### src/rtl/ccn_send_arbiter_pkg.sv
// Shared CCN constants, send-FSM state encoding and the send word payload.
// Imported by the send arbiter and its round-robin picker.
package ccn_send_arbiter_pkg;

  localparam int unsigned CCN_NUM_FPUS = 16;
  localparam int unsigned CCN_FPU_ID_W = 4;
  localparam int unsigned CCN_CHAN_W   = 8;
  localparam int unsigned CCN_MSG_W    = 32;
  localparam int unsigned CCN_CNT_W    = 16;

  typedef enum logic {
    CCN_ST_IDLE = 1'b0,
    CCN_ST_BUSY = 1'b1
  } ccn_send_state_e;

  typedef struct packed {
    logic [CCN_CHAN_W-1:0] channel_id;
    logic [CCN_MSG_W-1:0]  message;
  } ccn_word_t;

  // Saturating increment for the debug counters.
  function automatic logic [CCN_CNT_W-1:0] ccn_sat_inc(input logic [CCN_CNT_W-1:0] v);
    return (&v) ? v : v + CCN_CNT_W'(1);
  endfunction

endpackage

### src/rtl/ccn_rr_picker.sv
// Round-robin priority search: first eligible index strictly after last_grant,
// wrapping modulo NUM_FPUS. Purely combinational.
module ccn_rr_picker
  import ccn_send_arbiter_pkg::*;
#(
  parameter int unsigned NUM_FPUS = CCN_NUM_FPUS
) (
  input  logic [NUM_FPUS-1:0]     eligible,
  input  logic [CCN_FPU_ID_W-1:0] last_grant,
  output logic                    any,
  output logic [CCN_FPU_ID_W-1:0] winner
);

  logic [CCN_FPU_ID_W-1:0] idx;

  always_comb begin
    any    = 1'b0;
    winner = '0;
    idx    = '0;
    for (int unsigned k = 1; k <= NUM_FPUS; k++) begin
      idx = CCN_FPU_ID_W'((32'(last_grant) + k) % NUM_FPUS);
      if (!any && eligible[idx]) begin
        any    = 1'b1;
        winner = idx;
      end
    end
  end

endmodule

### src/rtl/ccn_send_arbiter.sv
// Arbitrates NUM_FPUS send requesters round-robin onto the single CCN send port,
// holding one registered word and sustaining one word per cycle when ready.
module ccn_send_arbiter
  import ccn_send_arbiter_pkg::*;
#(
  parameter int unsigned NUM_FPUS = CCN_NUM_FPUS
) (
  input  logic                           clk,
  input  logic                           reset,
  input  logic [NUM_FPUS-1:0]            fpu_enable,
  input  logic [NUM_FPUS-1:0]            req_valid,
  input  logic [NUM_FPUS*CCN_CHAN_W-1:0] req_channel_id,
  input  logic [NUM_FPUS*CCN_MSG_W-1:0]  req_message,
  output logic [NUM_FPUS-1:0]            req_ready,
  output logic [CCN_CHAN_W-1:0]          ccn_channel_id,
  output logic [CCN_MSG_W-1:0]           ccn_message,
  output logic                           ccn_send_valid,
  input  logic                           ccn_send_ready,
  output logic [CCN_FPU_ID_W-1:0]        grant_fpu_id,
  output logic [CCN_CNT_W-1:0]           debug_grant_count,
  output logic [CCN_CNT_W-1:0]           debug_stall_count
);

  localparam int unsigned IDW = CCN_FPU_ID_W;

  ccn_send_state_e      state_q, state_d;
  ccn_word_t            word_q, word_d;
  logic [IDW-1:0]       grant_q, grant_d;
  logic [IDW-1:0]       last_q, last_d;
  logic [CCN_CNT_W-1:0] gcnt_q, gcnt_d;
  logic [CCN_CNT_W-1:0] scnt_q, scnt_d;

  logic [NUM_FPUS-1:0]  eligible_c;
  logic                 any_c;
  logic [IDW-1:0]       winner_c;
  logic                 window_c;
  logic                 accept_c;
  ccn_word_t            winner_word_c;

  assign eligible_c = req_valid & fpu_enable;

  ccn_rr_picker #(
    .NUM_FPUS (NUM_FPUS)
  ) u_picker (
    .eligible   (eligible_c),
    .last_grant (last_q),
    .any        (any_c),
    .winner     (winner_c)
  );

  // A new word can be taken when nothing is held or the held word leaves this cycle.
  assign window_c  = (state_q == CCN_ST_IDLE) || ccn_send_ready;
  assign accept_c  = window_c && any_c;
  assign req_ready = (accept_c && !reset) ? (NUM_FPUS'(1) << winner_c) : '0;

  always_comb begin
    winner_word_c.channel_id = req_channel_id[32'(winner_c)*CCN_CHAN_W +: CCN_CHAN_W];
    winner_word_c.message    = req_message[32'(winner_c)*CCN_MSG_W +: CCN_MSG_W];
  end

  always_comb begin
    state_d = state_q;
    word_d  = word_q;
    grant_d = grant_q;
    last_d  = last_q;
    gcnt_d  = gcnt_q;
    scnt_d  = scnt_q;
    if (accept_c) begin
      state_d = CCN_ST_BUSY;
      word_d  = winner_word_c;
      grant_d = winner_c;
      last_d  = winner_c;
      gcnt_d  = ccn_sat_inc(gcnt_q);
    end else if ((state_q == CCN_ST_BUSY) && ccn_send_ready) begin
      state_d = CCN_ST_IDLE;
    end
    if ((state_q == CCN_ST_BUSY) && !ccn_send_ready) begin
      scnt_d = ccn_sat_inc(scnt_q);
    end
  end

  always_ff @(posedge clk or posedge reset) begin
    if (reset) begin
      state_q <= CCN_ST_IDLE;
      word_q  <= '0;
      grant_q <= '0;
      last_q  <= IDW'(NUM_FPUS - 1);
      gcnt_q  <= '0;
      scnt_q  <= '0;
    end else begin
      state_q <= state_d;
      word_q  <= word_d;
      grant_q <= grant_d;
      last_q  <= last_d;
      gcnt_q  <= gcnt_d;
      scnt_q  <= scnt_d;
    end
  end

  assign ccn_send_valid    = (state_q == CCN_ST_BUSY);
  assign ccn_channel_id    = word_q.channel_id;
  assign ccn_message       = word_q.message;
  assign grant_fpu_id      = grant_q;
  assign debug_grant_count = gcnt_q;
  assign debug_stall_count = scnt_q;

endmodule

### config.mk
export PLATFORM = sky130hd
export DESIGN_NAME = ccn_send_arbiter
export DESIGN_NICKNAME = d
export VERILOG_FILES = /design/src/rtl/ccn_send_arbiter_pkg.sv /design/src/rtl/ccn_rr_picker.sv /design/src/rtl/ccn_send_arbiter.sv
export SDC_FILE = /design/constraint.sdc
export NUM_CORES = 1
export LEC_CHECK = 0
export CAP_MARGIN = 20
export CORE_AREA = 2 2 296 298
export DETAILED_ROUTE_END_ITERATION = 7
export DIE_AREA = 0 0 298 300
export DONT_BUFFER_PORTS = 1
export PLACE_DENSITY = 0.3
export RECOVER_POWER = 50
export SETUP_SLACK_MARGIN = 0.4
export SYNTH_ARGS = -nofsm -noshare
export SYNTH_HDL_FRONTEND = slang
export SYNTH_HIERARCHICAL = 1
export SYNTH_SLANG_ARGS = --single-unit
### constraint.sdc
create_clock -name clk -period 11.8 [get_ports clk]
set_input_delay 2.36 -clock clk [delete_from_list [all_inputs] [get_ports clk]]
set_output_delay 2.36 -clock clk [all_outputs]
set_load 0.02 [all_outputs]
* Word level (Yosys, flattened, before mapping)
Cells that the tools add are included.
** Storage, ports and cells
- Flip-flop bits (word level) :: 81
- Input bits :: 675
- Output and inout port bits :: 93
- Logic and storage cells :: 157
** Operators by class
- Add/subtract/negate cells :: 18
- Magnitude comparators :: 16
- Shifts and indexed selects :: 3
- Multiplexer cells :: 67
- Bitwise operators :: 4
- Reduce and logical (&&, ||, !) cells :: 42
** Operators by type and width (number)
- $shiftx A512 B10 Y32 :: 1
- $shiftx A128 B8 Y8 :: 1
- $lt A4 B5 Y1 const B :: 16
- $bmux W1 S4 :: 16
- $mux W4 :: 16
- $mux W1 :: 34
- $add A16 B1 Y16 const B :: 2
- $add A4 B4 Y4 const B :: 8
- $reduce_and A16 Y1 :: 2
- $logic_and A1 B1 Y1 :: 19
- $logic_not A1 Y1 :: 17
- $add A4 B3 Y4 const B :: 4
- $and A16 B16 Y16 :: 1
- $mux W16 :: 1
- $shl A1 B4 Y16 const A :: 1
- $add A4 B1 Y4 const B :: 2
- $add A4 B2 Y4 const B :: 2
- $reduce_and A2 Y1 :: 2
- $not A1 Y1 :: 3
- $reduce_bool A2 Y1 :: 1
- $logic_or A1 B1 Y1 :: 1

* Longest topological paths before layout
Gate-level depths: netlist of run 1.
- Word-level depth :: 52
- Mapped depth :: 23
- Depth with buffers taken out :: 14

* Cells and area by module
The synthesis of run 1 kept the hierarchy.
** By module, submodules not included
- ccn_send_arbiter :: times used 1, cells an instance 799, area each 8678.3 um2, sequential area each 2031.9 um2
- ccn_rr_picker :: times used 1, cells an instance 294, area each 2531.2 um2, sequential area each 0.0 um2

* Least setup slack after synthesis of run 1
No wires, ideal clock.
- Path type :: input port to output port
- Start :: input port req_valid[13]
- End :: output port req_ready[0]
- Arrival time :: 6371 ps
- Required time :: 9440 ps
- Slack :: 3069 ps
- Stages on the path :: 15
- Path buffers :: 4
- Cells stage by stage :: and2_1 -> mux4_2 -> mux4_2 -> buf_2 -> nor4_4 -> and3_1 -> clkbuf_1 -> nand2_1 -> nor3_1 -> o221ai_1 -> buf_1 -> nor3_1 -> clkbuf_1 -> nand3_1 -> nor2_1
** On the way
- Elaborated cells on any way between the ends :: 99
- Classes of those cells :: 1 x shift; 65 x mux; 1 x bitwise; 32 x reduce/logical
** RTL lines
- from (decl) :: RTL line ccn_send_arbiter.sv:11 : input logic [NUM_FPUS-1:0] req_valid,
- $and A16 B16 Y16 (*) :: RTL line ccn_send_arbiter.sv:40 : assign eligible_c = req_valid & fpu_enable;
- $bmux W1 S4 :: RTL line ccn_rr_picker.sv:22 : if (!any && eligible[idx]) begin
- $mux W1 (implied by the code) :: RTL line ccn_rr_picker.sv:22
- $mux W1 :: RTL line ccn_rr_picker.sv:22
- $logic_not A1 Y1 :: RTL line ccn_rr_picker.sv:22
- $logic_and A1 B1 Y1 :: RTL line ccn_rr_picker.sv:22
- $mux W1 :: RTL line ccn_rr_picker.sv:22
- $logic_not A1 Y1 :: RTL line ccn_rr_picker.sv:22
- [36 not listed]
- $logic_and A1 B1 Y1 :: RTL line ccn_rr_picker.sv:22
- $mux W1 :: RTL line ccn_rr_picker.sv:22
- $logic_not A1 Y1 :: RTL line ccn_rr_picker.sv:22
- $logic_and A1 B1 Y1 :: RTL line ccn_rr_picker.sv:22
- $mux W4 (*) :: RTL line ccn_rr_picker.sv:22
- net winner_c[3] :: RTL line ccn_send_arbiter.sv:35 : logic [IDW-1:0] winner_c;
- $shl A1 B4 Y16 (*) :: RTL line ccn_send_arbiter.sv:54 : assign req_ready = (accept_c && !reset) ? (NUM_FPUS'(1) << winner_c) : '0;
- $mux W16 (*) :: RTL line ccn_send_arbiter.sv:54
- to (decl) :: RTL line ccn_send_arbiter.sv:14 : output logic [NUM_FPUS-1:0] req_ready,
The timed path passes the listed nets; every way through them passes the cells marked *. The select of a mux whose other input is x is not followed.

* Final worst setup path of run 1
- Start :: register last_q[1]
- End :: output port req_ready[11]
** On the way
- Elaborated cells on any way between the ends :: 114
- Classes of those cells :: 16 x add/sub; 1 x shift; 65 x mux; 32 x reduce/logical
** RTL lines
- from (decl) :: RTL line ccn_send_arbiter.sv:29 : logic [IDW-1:0] last_q, last_d;
- from (signal assigned) :: RTL line ccn_send_arbiter.sv:87 : last_q <= IDW'(NUM_FPUS - 1);
- from (signal assigned) :: RTL line ccn_send_arbiter.sv:94 : last_q <= last_d;
- $add A4 B1 Y4 :: RTL line ccn_rr_picker.sv:21 : idx = CCN_FPU_ID_W'((32'(last_grant) + k) % NUM_FPUS);
- $bmux W1 S4 :: RTL line ccn_rr_picker.sv:22
- $mux W1 (implied by the code) :: RTL line ccn_rr_picker.sv:22
- $mux W1 :: RTL line ccn_rr_picker.sv:22
- $logic_not A1 Y1 :: RTL line ccn_rr_picker.sv:22
- $logic_and A1 B1 Y1 :: RTL line ccn_rr_picker.sv:22
- $mux W1 :: RTL line ccn_rr_picker.sv:22
- $logic_not A1 Y1 :: RTL line ccn_rr_picker.sv:22
- [36 not listed]
- $logic_and A1 B1 Y1 :: RTL line ccn_rr_picker.sv:22
- $mux W1 :: RTL line ccn_rr_picker.sv:22
- $logic_not A1 Y1 :: RTL line ccn_rr_picker.sv:22
- $logic_and A1 B1 Y1 :: RTL line ccn_rr_picker.sv:22
- $mux W4 (*) :: RTL line ccn_rr_picker.sv:22
- net winner_c[1] :: RTL line ccn_send_arbiter.sv:35
- $shl A1 B4 Y16 (*) :: RTL line ccn_send_arbiter.sv:54
- $mux W16 (*) :: RTL line ccn_send_arbiter.sv:54
Marks and branches as above.

==> results of run 1 <==
## routing by layer
metal,vias up,track usage [%]
met1,5348,19.1
met5,-,0
li1,4281,-
met3,75,4.47
met4,24,3.25
met2,581,20.0
## Yosys cell counts (all sizes together) (10+ instances only)
cell type  instances
o211ai            11
o21ai             42
nor2              59
clkbuf            35
ha                10
a32oi             13
dfrtp             77
mux2i            166
buf               59
xor2              27
a2bb2oi           15
mux2              44
nor2b             11
o221ai            12
nor3              25
a22oi             30
inv               17
mux4             132
o22ai             14
and2              24
nand3             23
a21oi             30
nand2             95
## cells by family (layout without fill, tap and decap cells)
group	count (synthesis)	count (layout)
AO/OA/AOI/OAI	231	231
multiplexers	342	342
buffers and inverters	114	66
flip-flops	81	81
AND/OR/NAND/NOR	279	279
XOR/XNOR	36	36
adder cells (fa/ha/maj)	10	10
other	0	19
## stage by stage
stage / hold slack, ns / util, % / cells / cell area [µm²]
finish: 0.642 / 14.8 / 2219 / 12800
global route: 0.681 / 14.8 / 2210 / 12800
CTS: 0.648 / 14.8 / 2200 / 12800
detailed placement: 0.633 / 14.4 / 2184 / 12400
global placement: 0.631 / 14.4 / 2184 / 12400
floorplan: 0.456 / - / 1093 / 11200
## how the worst max path moves through the flow
stage,slack (ns),endpoint,depth (start not counted),from
after floorplan,3.07,req_ready[0],15,req_valid[13]
after global placement,2.42,req_ready[10],12,req_valid[9]
after detailed placement,2.33,req_ready[10],13,req_valid[14]
after CTS,2.11,req_ready[10],14,last_q[1]
after global routing,1.59,req_ready[3],14,last_q[1]
final,2.03,req_ready[11],14,last_q[1]
## registers in the layout, indices dropped and copies added, names as in the netlist
register,flops
ccn_message,32
debug_grant_count,16
debug_stall_count,16
ccn_channel_id,8
grant_fpu_id,4
last_q,4
ccn_send_valid,1
## critical path, cell delays in order, from the launching register on
cell	delay (ns)
sky130_fd_sc_hd__dfstp_2	1.03
sky130_fd_sc_hd__inv_1	0.41
sky130_fd_sc_hd__ha_1	1.00
sky130_fd_sc_hd__mux4_2	0.46
sky130_fd_sc_hd__mux2i_1	0.30
sky130_fd_sc_hd__mux2i_1	0.27
sky130_fd_sc_hd__nor4b_1	0.66
sky130_fd_sc_hd__o311ai_0	0.28
sky130_fd_sc_hd__a21oi_1	0.19
sky130_fd_sc_hd__o32ai_1	0.14
sky130_fd_sc_hd__o211ai_1	0.23
sky130_fd_sc_hd__buf_12	0.40
sky130_fd_sc_hd__nand2_1	0.73
sky130_fd_sc_hd__nor2_1	0.28
sky130_fd_sc_hd__buf_4	0.17
## area by class of cell
class / count / share of cell area (%)
flip-flops and latches: 81 / 15.9
repair buffers: 30 / 1.77
multi-input cells: 898 / 67.6
diodes: 19 / 0.372
clock inverters: 7 / 0.656
clock buffers: 9 / 1.76
well taps: 1155 / 11.3
inverters: 20 / 0.636
==> out/results.md, run 1 <==
### Logic synthesis
• leading cell types by total area after synthesis: sky130_fd_sc_hd__mux4_2, sky130_fd_sc_hd__dfrtp_1, sky130_fd_sc_hd__mux2i_1, sky130_fd_sc_hd__mux2_2, sky130_fd_sc_hd__nand2_1
• post-synthesis adder-cell area fraction: 1.12%
• post-synth top area cell: sky130_fd_sc_hd__mux4_2
• post-synthesis net count: 1778
• number of library cell types mapped by synthesis: 72
• primary flip-flop cell chosen by synthesis mapping: sky130_fd_sc_hd__dfrtp_1
• synthesized cell area: 0.0112 mm²
• largest family of logic cells by synthesized area: multiplexers
• Post-Synthesis Cells: 1093
• number of enable flip-flop cells after synthesis: 0
• area fraction in compound gates after synthesis: 14.6%
• post-synthesis area per instance: 10.3 µm²
• sequential element share of the synthesized area: 18.1%
• area share of the largest cell type after synthesis: 25.9%
• count of synthesis-stage warnings from yosys: 6
• post-synthesis share of cell area spent on and, or, nand and nor gates: 12.1%
• mux cell area share after synthesis: 45.9%
• number of flip-flops and latches in the synthesized netlist: 81
• Post-synth ARST share: 100%
• share of the synthesized netlist area taken by xor and xnor gates: 2.95%

### Critical path
• top fanout value on the critical path: 133
• launching element type of the critical path: flip-flop
• flop2flop setup slack: 3.53 ns
• Worst EP required: 9.44 ns
• endpoint of the most critical register-to-register path: ccn_message[0]
• crit path DAT: 7.41 ns
• number of cell instances on the worst register-to-register path: 16
• launch point of the worst reg-to-reg path: last_q[1]
• Crit Path Class: flip-flop to primary output
• Critical Path End Type: primary output

### Final layout
• area growth from synthesis to final layout: 14.1%
• most common cell after layout, fill and taps aside: sky130_fd_sc_hd__mux2i_1
• most frequent cells in the layout: sky130_fd_sc_hd__mux2i_1, sky130_fd_sc_hd__mux4_2, sky130_fd_sc_hd__nand2_1
• filler instances: 9851
• fraction of layout cells with a size suffix above 1: 23.0%
• Multi-input gate area: 0.00864 mm²
• Total Nets Final: 1725
• storage element area: 0.00203 mm²

### Detailed routing
• DRC violation count after routing: 0
• Routed WL per cell: 29.0 µm
• post-detailed-routing wire length: 64.4 mm
• routed length on met2: 28.6 mm
• highest metal layer with signal wires: met5
• count of antenna-violating nets left after detailed routing: 0
• number of vias after detailed routing: 10300
• iteration-0 DRC count of the detailed router: 935
• routed metal-1 wirelength: 28.3 mm
• DR pass1 iterations: 5
• via/cell ratio: 4.65
• met3 layer wire length in the routed design: 6.10 mm

### GRT
• initial antenna violation count: 40
• pin count of the biggest net entering global routing: 134
• via count of the first global-routing pass: 10300
• global-route wire length before repair: 86.2 mm
• total global routing track utilization: 13.6%
• leftover overflow at the end of global routing: 0

### STA
• RSZ-0062 raised after global routing: no
• Final Cycle Share: 82.8%
• setup TNS: 0 ns
• highest clock rate: 102 MHz
• clk_skew: 0.0157 ns
• Slew headroom: -114%
• Max Transition Viols Final: 86
• Finish-stage setup viols: 0
• minimum clock period: 9.77 ns
• worst-case setup margin in the final layout: 2.03 ns
• measured slew at the worst slew-check pin: 3.21 ns
• final hold violations: 0

### Place
• number of port buffers: 0
• final estimated routing congestion in global placement: 0.936
• detailed placement HPWL: 53.3 mm
• worst-case setup slack after placement: 2.33 ns

### Floorplanning
• height of the chip: 300 µm
• core area: 0.0862 mm²
• die area: 0.0894 mm²
• standard-cell rows: 108
• starting density of the core: 13.0%
• Top Ports: 768
• overall die width: 298 µm

### CTS
• number of buffers between clock root and the deepest sink: 2
• Max H-tree Level: 3
• CTS sink cnt: 81
• clock insertion delay at the later pin of the skew report: 0.38 ns
• clock buffer count from CTS: 9
• clock tree from TritonCTS: yes
• post-cts repair resize count: 0
• buffer type at the clock tree root: sky130_fd_sc_hd__clkbuf_16
• clock input transition at the sequential cells of the worst setup and hold paths: 0.09 ns
• Post-CTS Setup Repair Bufs: 0
• # hold bufs at CTS: 0

### Worst hold path
• hold path cells: 2
• worst min path class: flip-flop to flip-flop
• Hold Crit Endpoint: grant_fpu_id[2]
• worst hold start: grant_fpu_id[2]

### Flow run
• MaxCap Viol Count: 2

### Outcome
• result of the run: complete, but fails checks
• violations in the final reports: max-capacitance violations, max-slew violations

Power of run 1 is not shown: default switching activity piles up to over one toggle a cycle in this logic, so the estimate is an artifact.
==> inputs of run 2 (changes only) <==
clock period = 9.9 ns   (was 11.8 ns; I/O delays follow)
==> run 2 against run 1 <==
Effect of this change:
- the flow still finishes with violations (max-capacitance violations, max-slew violations)
- final cell count rose by 0.59%
- sequential share of layout area fell by 0.11 points
- clock skew rose by 0.0083 ns
- non-clock buffer count rose by 14
- cell area rose by 0.67%
- sequential cell count did not move
- global-route usage rose by 0.24 points
- critical path type is now primary input to primary output
- worst hold slack got worse by 0.0062 ns
- largest cell class unchanged
==> out/results.md, run 2 (synthesis gave the netlist of run 1 again) <==
### Outcome
• result of the run: complete, but fails checks, unchanged
• violations in the final reports: max-capacitance violations, max-slew violations, unchanged

### CTS
• Post-CTS Setup Repair Bufs: 0, unchanged
• clock buffer count from CTS: 9, unchanged
• clock tree from TritonCTS: yes, unchanged
• clock insertion delay at the later pin of the skew report: 0.39 ns, was 0.38 ns
• number of buffers between clock root and the deepest sink: 2, unchanged
• clock input transition at the sequential cells of the worst setup and hold paths: 0.07 ns, was 0.09 ns
• # hold bufs at CTS: 0, unchanged
• Max H-tree Level: 3, unchanged
• buffer type at the clock tree root: sky130_fd_sc_hd__clkbuf_16, unchanged
• CTS sink cnt: 81, unchanged
• post-cts repair resize count: 0, unchanged

### Critical path
• crit path DAT: 6.48 ns, was 7.41 ns
• flop2flop setup slack: 2.74 ns, was 3.53 ns
• Critical Path End Type: primary output, unchanged
• Crit Path Class: primary input to primary output, was flip-flop to primary output
• launch point of the worst reg-to-reg path: last_q[2], was last_q[1]
• Worst EP required: 7.92 ns, was 9.44 ns
• number of cell instances on the worst register-to-register path: 16, unchanged
• endpoint of the most critical register-to-register path: ccn_message[0], unchanged
• launching element type of the critical path: primary input, was flip-flop
• top fanout value on the critical path: 14, was 133

### Floorplanning
• die area: 0.0894 mm², unchanged
• core area: 0.0862 mm², unchanged
• starting density of the core: 13.0%, unchanged
• Top Ports: 768, unchanged
• standard-cell rows: 108, unchanged
• overall die width: 298 µm, unchanged
• height of the chip: 300 µm, unchanged

### Final layout
• count of non-filler cells in the finished layout: 2232, was 2219
• most common cell after layout, fill and taps aside: sky130_fd_sc_hd__mux2i_1, unchanged
• area growth from synthesis to final layout: 14.8%, was 14.1%
• Total Nets Final: 1739, was 1725
• most frequent cells in the layout: sky130_fd_sc_hd__mux2i_1, sky130_fd_sc_hd__mux4_2, sky130_fd_sc_hd__nand2_1, unchanged
• fraction of layout cells with a size suffix above 1: 24.1%, was 23.0%
• Largest register FFs: 32, unchanged

### STA
• final worst hold slack: 0.636 ns, was 0.642 ns
• highest clock rate: 118 MHz
• minimum clock period: 8.46 ns
• Final Cycle Share: 85.4%
• final hold violations: 0, unchanged
• worst-case setup margin in the final layout: 1.44 ns, was 2.03 ns
• setup TNS: 0 ns, unchanged
• RSZ-0062 raised after global routing: no, unchanged
• Slew headroom: -79.4%, was -114%
• Finish-stage setup viols: 0, unchanged
• clk_skew: 0.0240 ns, was 0.0157 ns
• Max Transition Viols Final: 86, unchanged
• measured slew at the worst slew-check pin: 2.68 ns, was 3.21 ns

### Detailed routing
• post-detailed-routing wire length: 65.5 mm, was 64.4 mm
• count of antenna-violating nets left after detailed routing: 0, unchanged
• Routed WL per cell: 29.4 µm, was 29.0 µm
• DRC violation count after routing: 0, unchanged
• number of vias after detailed routing: 10300, about the same
• iteration-0 DRC count of the detailed router: 1033, was 935
• via/cell ratio: 4.63, was 4.65
• DR pass1 iterations: 5, unchanged

### Place
• final estimated routing congestion in global placement: 0.930, was 0.936
• detailed placement HPWL: 54.5 mm, was 53.3 mm
• worst-case setup slack after placement: 1.47 ns, was 2.33 ns
• placed cell count: 2198, was 2184
• number of port buffers: 0, unchanged

### Flow run
• MaxCap Viol Count: 2, unchanged

### Worst hold path
• worst min path class: flip-flop to flip-flop, unchanged
• worst hold start: grant_fpu_id[2], unchanged
• hold path cells: 2, unchanged
• Hold Crit Endpoint: grant_fpu_id[2], unchanged

### GRT
• via count of the first global-routing pass: 10300, unchanged
• pin count of the biggest net entering global routing: 59, was 134
• total global routing track utilization: 13.8%, was 13.6%
• initial antenna violation count: 41, was 40
• global-route wire length before repair: 86.8 mm, was 86.2 mm
• leftover overflow at the end of global routing: 0, unchanged

[run 2: changes by cell type in the layout (fill, tap and decap cells not counted), sizes merged]
| cell | change |
|---|---|
| bufinv | -1 |
| diode | -1 |
| inv | +1 |
| clkbuf | -1 |
| buf | +15 |
[run 2: final cells by class]
type	instances	area [µm²]
clock inverters	7	76.3
diodes	18	45.0
inverters	20	81.3
repair buffers	44	323
well taps	1155	1450
clock buffers	9	225
flip-flops and latches	81	2030
multi-input cells	898	8640
fillers	9841	73300
[run 2: worst max path at each step]
| stage | startpoint | to | cells past startpoint |
|---|---|---|---|
| after floorplan | req_valid[13] | req_ready[0] | 15 |
| after global placement | req_valid[14] | req_ready[0] | 12 |
| after detailed placement | req_valid[14] | req_ready[0] | 12 |
| after CTS | req_valid[14] | req_ready[0] | 12 |
| after global routing | req_valid[14] | req_ready[0] | 12 |
| final | req_valid[9] | req_ready[0] | 12 |
[run 2: stage by stage]
| stage | utilization, % | area [µm²] |
|---|---|---|
| after floorplan | - | 11200 |
| after global placement | 14.5 | 12500 |
| after detailed placement | 14.5 | 12500 |
| after CTS | 14.9 | 12800 |
| after global routing | 14.9 | 12800 |
| final | 14.9 | 12900 |
[run 2: per-layer routing]
metal	vias to the layer above	routed length [µm]	GRT usage (%)
met5	-	191	0
met4	30	1060	2.73
met3	70	6030	4.93
met2	578	29300	20.7
met1	5358	28900	19.1
li1	4309	-	-
[run 2: critical path, cell delays in order]
cell                       delay [ns]
sky130_fd_sc_hd__and2_1          0.22
sky130_fd_sc_hd__mux4_2          0.58
sky130_fd_sc_hd__mux4_2          0.65
sky130_fd_sc_hd__nor4_4          0.43
sky130_fd_sc_hd__and3_1          0.38
sky130_fd_sc_hd__nand2_1         0.11
sky130_fd_sc_hd__nor3_1          0.38
sky130_fd_sc_hd__o221ai_4        0.26
sky130_fd_sc_hd__nor3_2          0.21
sky130_fd_sc_hd__buf_4           0.32
sky130_fd_sc_hd__nand3_1         0.29
sky130_fd_sc_hd__nor2_1          0.62
Power of run 2 is left out for the same reason.
